==> src/rtl/cut_bist_pkg.sv <==
// Shared constants, state type and LFSR/MISR step functions for the CUT BIST controller.
package cut_bist_pkg;

    localparam int unsigned N_IN  = 14;
    localparam int unsigned N_OUT = 8;

    // x^14+x^5+x^3+x+1 and x^8+x^4+x^3+x^2+1, expressed as feedback tap masks
    localparam logic [N_IN-1:0]  LfsrTaps    = 14'h2015;
    localparam logic [N_OUT-1:0] MisrTaps    = 8'h8E;
    // An all-zero seed would lock the LFSR, so it is swapped for this value
    localparam logic [N_IN-1:0]  ZeroSeedSub = 14'h0001;

    typedef enum logic [1:0] {
        StIdle,
        StRun,
        StFlush,
        StDone
    } bist_state_e;

    function automatic logic [N_IN-1:0] lfsr_next(input logic [N_IN-1:0] s);
        return {s[N_IN-2:0], ^(s & LfsrTaps)};
    endfunction

    function automatic logic [N_OUT-1:0] misr_next(input logic [N_OUT-1:0] m,
                                                   input logic [N_OUT-1:0] d);
        return {m[N_OUT-2:0], ^(m & MisrTaps)} ^ d;
    endfunction

endpackage

==> src/rtl/cut_bist_ctrl_if.sv <==
// Control/status bundle between a test host and the BIST controller.
interface cut_bist_ctrl_if
    import cut_bist_pkg::*;
#(
    parameter int unsigned CNT_W = 16
) ();

    logic             start;
    logic [CNT_W-1:0] pattern_count;
    logic [N_IN-1:0]  seed;
    logic [N_OUT-1:0] golden_sig;
    logic             busy;
    logic             done;
    logic             pass;
    logic [N_OUT-1:0] signature;

    modport master (
        output start, pattern_count, seed, golden_sig,
        input  busy, done, pass, signature
    );

    modport slave (
        input  start, pattern_count, seed, golden_sig,
        output busy, done, pass, signature
    );

endinterface

==> src/rtl/cut_bist_misr.sv <==
// 8-bit multiple-input signature register compacting the CUT outputs.
module cut_bist_misr
    import cut_bist_pkg::*;
(
    input  logic             clk,
    input  logic             rst_n,
    input  logic             clear,
    input  logic             en,
    input  logic [N_OUT-1:0] d,
    output logic [N_OUT-1:0] sig
);

    logic [N_OUT-1:0] sig_q, sig_d;

    // Clear has priority so a new run never folds in a stale response
    always_comb begin
        sig_d = sig_q;
        if (clear) begin
            sig_d = '0;
        end else if (en) begin
            sig_d = misr_next(sig_q, d);
        end
    end

    // Signature register
    always_ff @(posedge clk) begin
        if (!rst_n) begin
            sig_q <= '0;
        end else begin
            sig_q <= sig_d;
        end
    end

    assign sig = sig_q;

endmodule

==> src/rtl/cut_bist_ctrl.sv <==
// BIST controller: LFSR stimulus into the CUT, MISR compaction of its response,
// golden-signature compare at the end of the run.
module cut_bist_ctrl
    import cut_bist_pkg::*;
#(
    parameter int unsigned CNT_W = 16
) (
    input  logic             clk,
    input  logic             rst_n,
    cut_bist_ctrl_if.slave   bus,
    output logic [N_IN-1:0]  pi_o,
    input  logic [N_OUT-1:0] po_i
);

    bist_state_e      state_q, state_d;
    logic [N_IN-1:0]  lfsr_q, lfsr_d;
    logic [N_IN-1:0]  pi_q, pi_d;
    logic [CNT_W-1:0] cnt_q, cnt_d;
    logic [N_OUT-1:0] golden_q, golden_d;
    logic             pass_q, pass_d;
    logic             busy_q, busy_d;
    logic             done_q, done_d;
    logic             cap_q, cap_d;
    logic             start_ok;
    logic             misr_clear;
    logic [N_OUT-1:0] misr_sig;

    // done is registered off StDone, so the cycle it is high is already StIdle;
    // gating on busy/done keeps that cycle deaf to start as well
    assign start_ok = (state_q == StIdle) && bus.start && !busy_q && !done_q;

    // Next-state and datapath control
    always_comb begin
        state_d    = state_q;
        lfsr_d     = lfsr_q;
        pi_d       = pi_q;
        cnt_d      = cnt_q;
        golden_d   = golden_q;
        pass_d     = pass_q;
        busy_d     = done_q ? 1'b0 : busy_q;
        misr_clear = 1'b0;
        done_d     = (state_q == StDone);
        // A pattern driven this cycle gets its response captured on the following edge
        cap_d      = (state_q == StRun);

        unique case (state_q)
            StIdle: begin
                if (start_ok) begin
                    golden_d   = bus.golden_sig;
                    lfsr_d     = (bus.seed == '0) ? ZeroSeedSub : bus.seed;
                    cnt_d      = bus.pattern_count;
                    misr_clear = 1'b1;
                    pass_d     = 1'b0;
                    state_d    = (bus.pattern_count == '0) ? StDone : StRun;
                end
            end
            StRun: begin
                pi_d   = lfsr_q;
                lfsr_d = lfsr_next(lfsr_q);
                cnt_d  = cnt_q - 1'b1;
                busy_d = 1'b1;
                if (cnt_q == CNT_W'(1)) begin
                    state_d = StFlush;
                end
            end
            StFlush: begin
                state_d = StDone;
            end
            StDone: begin
                pass_d  = (misr_sig == golden_q);
                state_d = StIdle;
            end
            default: begin
                state_d = StIdle;
            end
        endcase
    end

    // State and datapath registers
    always_ff @(posedge clk) begin
        if (!rst_n) begin
            state_q  <= StIdle;
            lfsr_q   <= '0;
            pi_q     <= '0;
            cnt_q    <= '0;
            golden_q <= '0;
            pass_q   <= 1'b0;
            busy_q   <= 1'b0;
            done_q   <= 1'b0;
            cap_q    <= 1'b0;
        end else begin
            state_q  <= state_d;
            lfsr_q   <= lfsr_d;
            pi_q     <= pi_d;
            cnt_q    <= cnt_d;
            golden_q <= golden_d;
            pass_q   <= pass_d;
            busy_q   <= busy_d;
            done_q   <= done_d;
            cap_q    <= cap_d;
        end
    end

    cut_bist_misr u_misr (
        .clk   (clk),
        .rst_n (rst_n),
        .clear (misr_clear),
        .en    (cap_q),
        .d     (po_i),
        .sig   (misr_sig)
    );

    assign pi_o          = pi_q;
    assign bus.busy      = busy_q;
    assign bus.done      = done_q;
    assign bus.pass      = pass_q;
    assign bus.signature = misr_sig;

endmodule

==> src/flat_wrapper.sv <==
// flat-port wrapper written by rule: the top's interface ports become plain ports
module cut_bist_ctrl_flat import cut_bist_pkg::*;
#(
    parameter int unsigned CNT_W = 16
)
  (clk, rst_n, pi_o, po_i, bus_start, bus_pattern_count, bus_seed, bus_golden_sig, bus_busy, bus_done, bus_pass, bus_signature);
  cut_bist_ctrl_if #(.CNT_W(CNT_W)) bus_i ();
  input  logic clk;
  input  logic rst_n;
  output logic [N_IN-1:0] pi_o;
  input  logic [N_OUT-1:0] po_i;
  input wire logic [$bits(bus_i.start)-1:0] bus_start;
  input wire logic [$bits(bus_i.pattern_count)-1:0] bus_pattern_count;
  input wire logic [$bits(bus_i.seed)-1:0] bus_seed;
  input wire logic [$bits(bus_i.golden_sig)-1:0] bus_golden_sig;
  output wire logic [$bits(bus_i.busy)-1:0] bus_busy;
  output wire logic [$bits(bus_i.done)-1:0] bus_done;
  output wire logic [$bits(bus_i.pass)-1:0] bus_pass;
  output wire logic [$bits(bus_i.signature)-1:0] bus_signature;
  assign bus_i.start = bus_start;
  assign bus_i.pattern_count = bus_pattern_count;
  assign bus_i.seed = bus_seed;
  assign bus_i.golden_sig = bus_golden_sig;
  assign bus_busy = bus_i.busy;
  assign bus_done = bus_i.done;
  assign bus_pass = bus_i.pass;
  assign bus_signature = bus_i.signature;
  cut_bist_ctrl #(.CNT_W(CNT_W)) u_core (.clk(clk), .rst_n(rst_n), .bus(bus_i), .pi_o(pi_o), .po_i(po_i));
endmodule
==> config.mk <==
export PLATFORM = sky130hd
export DESIGN_NAME = cut_bist_ctrl_flat
export DESIGN_NICKNAME = d
export VERILOG_FILES = /design/src/rtl/cut_bist_pkg.sv /design/src/rtl/cut_bist_ctrl_if.sv /design/src/rtl/cut_bist_misr.sv /design/src/rtl/cut_bist_ctrl.sv /design/src/flat_wrapper.sv
export SDC_FILE = /design/constraint.sdc
export NUM_CORES = 1
export LEC_CHECK = 0
export ABC_CLOCK_PERIOD_IN_PS = 4350
export CORE_MARGIN = 2
export CORE_UTILIZATION = 54
export DETAILED_ROUTE_END_ITERATION = 12
export GPL_TIMING_DRIVEN = 0
export HOLD_SLACK_MARGIN = 0.05
export PLACE_DENSITY = 0.85
export SYNTH_ARGS = -nofsm -noshare
export SYNTH_HDL_FRONTEND = slang
export SYNTH_HIERARCHICAL = 1
export SYNTH_SLANG_ARGS = --single-unit
==> constraint.sdc <==
create_clock -name clk -period 4.35 [get_ports clk]
set_clock_uncertainty 0.2 [all_clocks]
set_input_delay 0.435 -clock clk [delete_from_list [all_inputs] [get_ports clk]]
set_output_delay 0.435 -clock clk [all_outputs]
set_load 0.05 [all_outputs]
Word-level counts from Yosys, hierarchy flattened
Index checks and enable logic that the tools add are counted.

Add/sub/neg operators: 1. $mul: 0. Divide/modulo/power cells: 0. Order comparisons: 0. Eq/ne operators: 7. Shift-type cells: 0. Multiplexer cells: 15. Bitwise logic cells: 2. Reductions and logical operators: 18.

Operators with widths (count): 16-bit one-hot mux with 2 select lines (1); 14-bit 2-to-1 mux (2); 14-bit one-hot mux with 2 select lines (1); 16-bit by 1-bit equality test with 1-bit output, second input constant (1); 16-bit zero test (1); 16-bit 2-to-1 mux (1); 16-bit by 1-bit subtractor with 16-bit output, second input constant (1); 14-bit zero test (1); 14-bit XOR reduction (1); 8-bit equality test (1); 2-bit one-hot mux with 4 select lines (1); 2-bit AND reduction (4); 8-bit XOR reduction (1); 8-bit bitwise XOR (1); 2-bit 2-to-1 mux (3); 2-bit nonzero test (3); 1-bit 2-to-1 mux (5); 2-bit equality test, second input constant (2); 1-bit logical AND (3); 2-bit by 1-bit equality test with 1-bit output, second input constant (1); 1-bit zero test (2); 2-bit zero test (1); 2-bit by 1-bit != test with 1-bit output, second input constant (1); 2-bit != test, second input constant (1); 3 further kinds (3).

Bits in registers: 66. Latch bits: 0. RAM bits: 0. Memory bits (read-only): 0. Bits of input ports: 49. Output and inout bits: 25. Logic and storage cells: 53. Memories kept: 0.

Logic depth before layout (Yosys ltp)
Depth in word-level cells: 7. Gate-level depth with buffers: 9. Mapped depth without buffers: 7.

Modules after synthesis
The synthesis kept the hierarchy.

By module, submodules not included: cut_bist_ctrl (instances 1, cells an instance 343, area each 2904.0 µm², seq. area each 1161.1 µm²); cut_bist_misr (instances 1, cells an instance 41, area each 409.1 µm², seq. area each 160.2 µm²).

Worst setup path before layout
No wires, ideal clock.

Path kind: flip-flop to flip-flop. Start: register u_core.busy_q, in the netlist u_core/bus.busy. End: register u_core.cnt_q[2]. Library setup time: 0.070 ns. Arrival: 1.876 ns. Required time: 4.080 ns. Setup slack: 2.204 ns. Cell stages (with the launch flop): 8. Path buffers: 2. Period minus slack after synthesis: 2.146 ns. Cell sequence: dfxtp_1 nand4bb_1 inv_1 buf_2 a21oi_1 buf_2 o21ai_0 a21oi_1.

Word-level cells in the longest chain between the ends: 5.

Ends and longest elaborated chain: from (decl) (RTL line cut_bist_ctrl.sv:21) `logic busy_q, busy_d;`; from (signal assigned) (RTL line cut_bist_ctrl.sv:98) `busy_q <= busy_d;`; 1-bit zero test (RTL line cut_bist_ctrl.sv:30) `assign start_ok = (state_q == StIdle) && bus.start && !busy_q && !done_q;`; 1-bit logical AND (2 in series) (RTL line cut_bist_ctrl.sv:30); 2-bit by 1-bit != test with 1-bit output (no source line); 2-bit AND reduction (no source line); to (signal assigned) (RTL line cut_bist_ctrl.sv:95) `cnt_q <= cnt_d;`; to (decl) (RTL line cut_bist_ctrl.sv:18) `logic [CNT_W-1:0] cnt_q, cnt_d;`.

Every way passes these cells. A chain may end at the register's enable or synchronous reset.

Worst setup path after layout
Start: register u_core.state_q[0]. End: register u_core.cnt_q[2].

Word-level cells in the longest chain between the ends: 6. Elaborated cells on any way between the ends: 9. Classes of those cells: 2 x eq/ne; 1 x mux; 6 x reduce/logical.

Ends and longest elaborated chain: from (decl) (RTL line cut_bist_ctrl.sv:15) `bist_state_e state_q, state_d;`; from (signal assigned) (RTL line cut_bist_ctrl.sv:82) `state_q <= StIdle;`; from (signal assigned) (RTL line cut_bist_ctrl.sv:92) `state_q <= state_d;`; 2-bit zero test (RTL line cut_bist_ctrl.sv:30, cut_bist_ctrl.sv:46); 1-bit logical AND (3 in series) (RTL line cut_bist_ctrl.sv:30); 2-bit by 1-bit != test with 1-bit output (no source line); 2-bit AND reduction (no source line).

Several ways; a longest one is shown, not always the timed one.

==> flow_summary.yaml <==
setup_path:
  worstSetupStartpointType: "register"
  cp.required_ns: 4.42
  critical_path_peak_fanout: 11
  arrival_ns: 2.97
  r2r_slack_ns: 1.45
  crit_path_end_kind: "register"
  crit_type: "reg -> reg"
  r2r_cells: 9
timing:
  fin_crit_ns: 2.899
  fin_setup_tns_ns: 0
  slew_viol_final: 0
  tightest_slew_ns: 1.028
  slew_headroom: 0.3082
  rsz0062_at_grt: "false"
  hold_viol: 0
  clock.fmax_mhz: 345.0
  setup_viol: 0
  min_period_over_period: 0.6664
clocking:
  cts-root-buf: "clkbuf_8"
  cts_buffers: 9
  clk_latency_ns: 0.34
  clkSinkCount: 66
  clk_path_buf_depth: 2
  path_clk_slew_ns: 0.08
  cts_resized: 0
  htreeDepth: 3
  ctsHoldBuffers: 0
  cts_setup_buffers: 0
  cts_tree: "built"
floorplanning:
  io_pins: 74
  design.die.area_um2: 6778
  die_w_um: 82.33
  fp.dieH_um: 82.33
  rows: 28
  core_um2: 5921
  initial_core_util: 0.5596
yosys:
  syn_avg_cell_area_um2: 8.628
  synth_area_leaders: "dfxtp_1, mux2i_1, nor2_1, xnor2_1, a211oi_1"
  synth_area_um2: 3313
  netlist_top_cells_count: "dfxtp_1, nor2_1, nand2_1, a21oi_1, mux2i_1"
  seq_area_frac_synth: 0.3988
  synth_cell_types: 60
  synth_top_area_cell: "dfxtp_1"
  synth_seq_cells: 66
  ys_warn_count: 6
  synth-edff-count: 0
  syn_inst: 384
  synth_ff_type: "dfxtp_1"
  synth_top_area_frac: 0.3988
  ys_async_sr_fraction: 0
  syn_nets: 440
  synth_most_common_cell: "dfxtp_1"
job:
  max_cap_violations: 0
final_layout:
  area_delta_synth_final_pct: 30.78
  nets: 524
  antenna_cells: 0
  fin_area_um2: 4333
  n_fill_cell: 459
  drive_gt1_frac: 0.07188
  fin_cells: 548
route:
  detail-route-antenna-nets: 0
  drt-wirelength-per-cell_um: 17.37
  vias: 3276
  viasPerCell: 5.978
  dr.pass1.iters: 6
  drcViolationCount: 0
  drt-initial-drc-count: 347
  drt-total-wl_um: 9519
placement:
  dpl.hpwl_um: 6695
  dp_cells: 532
  placedInstanceArea_um2: 4138
  place.gp.congestion: 0.8937
  portBuffers: 73
grt:
  grt_max_degree: 13
  antenna_found_initial: 0
  grt_usage: 0.2902
  grt_pass1_wl_um: 14950
  gr-total-overflow: 0
  grt_pass1_vias: 3060
worst_hold_path:
  hold_depth: 2
  min_path_type: "reg -> reg"
status:
  status: "finished clean"
power_and_ir_drop:
  irDropWorstVdd_mv: 0.4372
  leakage_uw: 0.001535
  powerDensity_nw_per_um2: 693.3
-- stage by stage --
stage | hold WS (ns) | power (uW) | utilization | setup WS [ns]
floorplan | 0.2418 | 2028 | - | 2.204
global route | 0.2883 | 3171 | 0.7318 | 1.334
CTS | 0.2683 | 2967 | 0.7318 | 1.587
detailed placement | 0.2593 | 2446 | 0.6989 | 1.561
global placement | 0.2543 | 2399 | 0.6989 | 1.598
finish | 0.2683 | 3004 | 0.7318 | 1.451
-- state kept, by name, summed over array words and instances, names as in the netlist --
| name | cells |
|---|---|
| u_core/state_q | 2 |
| u_core/cap_q | 1 |
| u_core/golden_q | 8 |
| u_core/bus.done | 1 |
| u_core/u_misr/sig | 8 |
| u_core/pi_o | 14 |
| u_core/cnt_q | 16 |
| u_core/lfsr_q | 14 |
| u_core/bus.pass | 1 |
| u_core/bus.busy | 1 |
-- per-layer routing --
| metal | track usage | vias up | routed length [um] |
|---|---|---|---|
| met5 | 0 | - | 0 |
| li1 | - | 1562 | - |
| met2 | 0.4710 | 148 | 4514 |
| met3 | 0.06522 | 12 | 717 |
| met1 | 0.3805 | 1554 | 4181 |
| met4 | 0.09833 | 0 | 106 |
-- cells in the final DEF, fill, tap and decap left out, types with 11 or more instances in the layout --
master	n
mux2i_1	22
clkdlybuf4s50_1	73
dfxtp_1	66
nor2_1	48
xnor2_1	17
inv_1	11
a211oi_1	19
clkbuf_1	14
nand2_1	31
a21oi_1	25
-- worst paths after layout --
path	start	end
hold / removal	u_core/golden_q[1]	u_core/golden_q[1]
setup reg to reg	u_core/state_q[0]	u_core/cnt_q[2]
hold reg to reg	u_core/golden_q[1]	u_core/golden_q[1]
setup / recovery	u_core/state_q[0]	u_core/cnt_q[2]
-- layout make-up --
type / count / area [um^2] / area share
multi-input cells: 282 / 1839 / 0.4245
flip-flops and latches: 66 / 1321 / 0.3049
well taps: 75 / 93.84 / 0.02166
plain buffers: 24 / 107.6 / 0.02483
repair buffers: 73 / 730.7 / 0.1686
clock buffers: 10 / 127.6 / 0.02945
inverters: 12 / 45.04 / 0.01040
clock inverters: 6 / 67.56 / 0.01559
-- power breakdown --
group	internal [uW]	total, uW	switching [uW]
clock	266	514	248
sequential	799	994	195
combinational	588	1500	909
-- kinds of logic after synthesis --
family | Yosys count | share of synthesized area
compound gates | 97 | 0.2002
simple gates | 136 | 0.2051
fa+ha+maj | 7 | 0.02643
buf+inv | 36 | 0.04607
xor+xnor | 20 | 0.05702
mux | 22 | 0.06646
flops | 66 | 0.3988
-- critical path: stages, from the launching register on --
cell and delay, ns:
dfxtp_1 0.38, inv_1 0.10, ha_1 0.31, nand4bb_1 0.17, inv_1 0.06, buf_2 0.18, a21oi_1 0.77, buf_2 0.39
o21ai_0 0.12, a21oi_1 0.14
No activity file was read; power rests on OpenSTA's default activity.
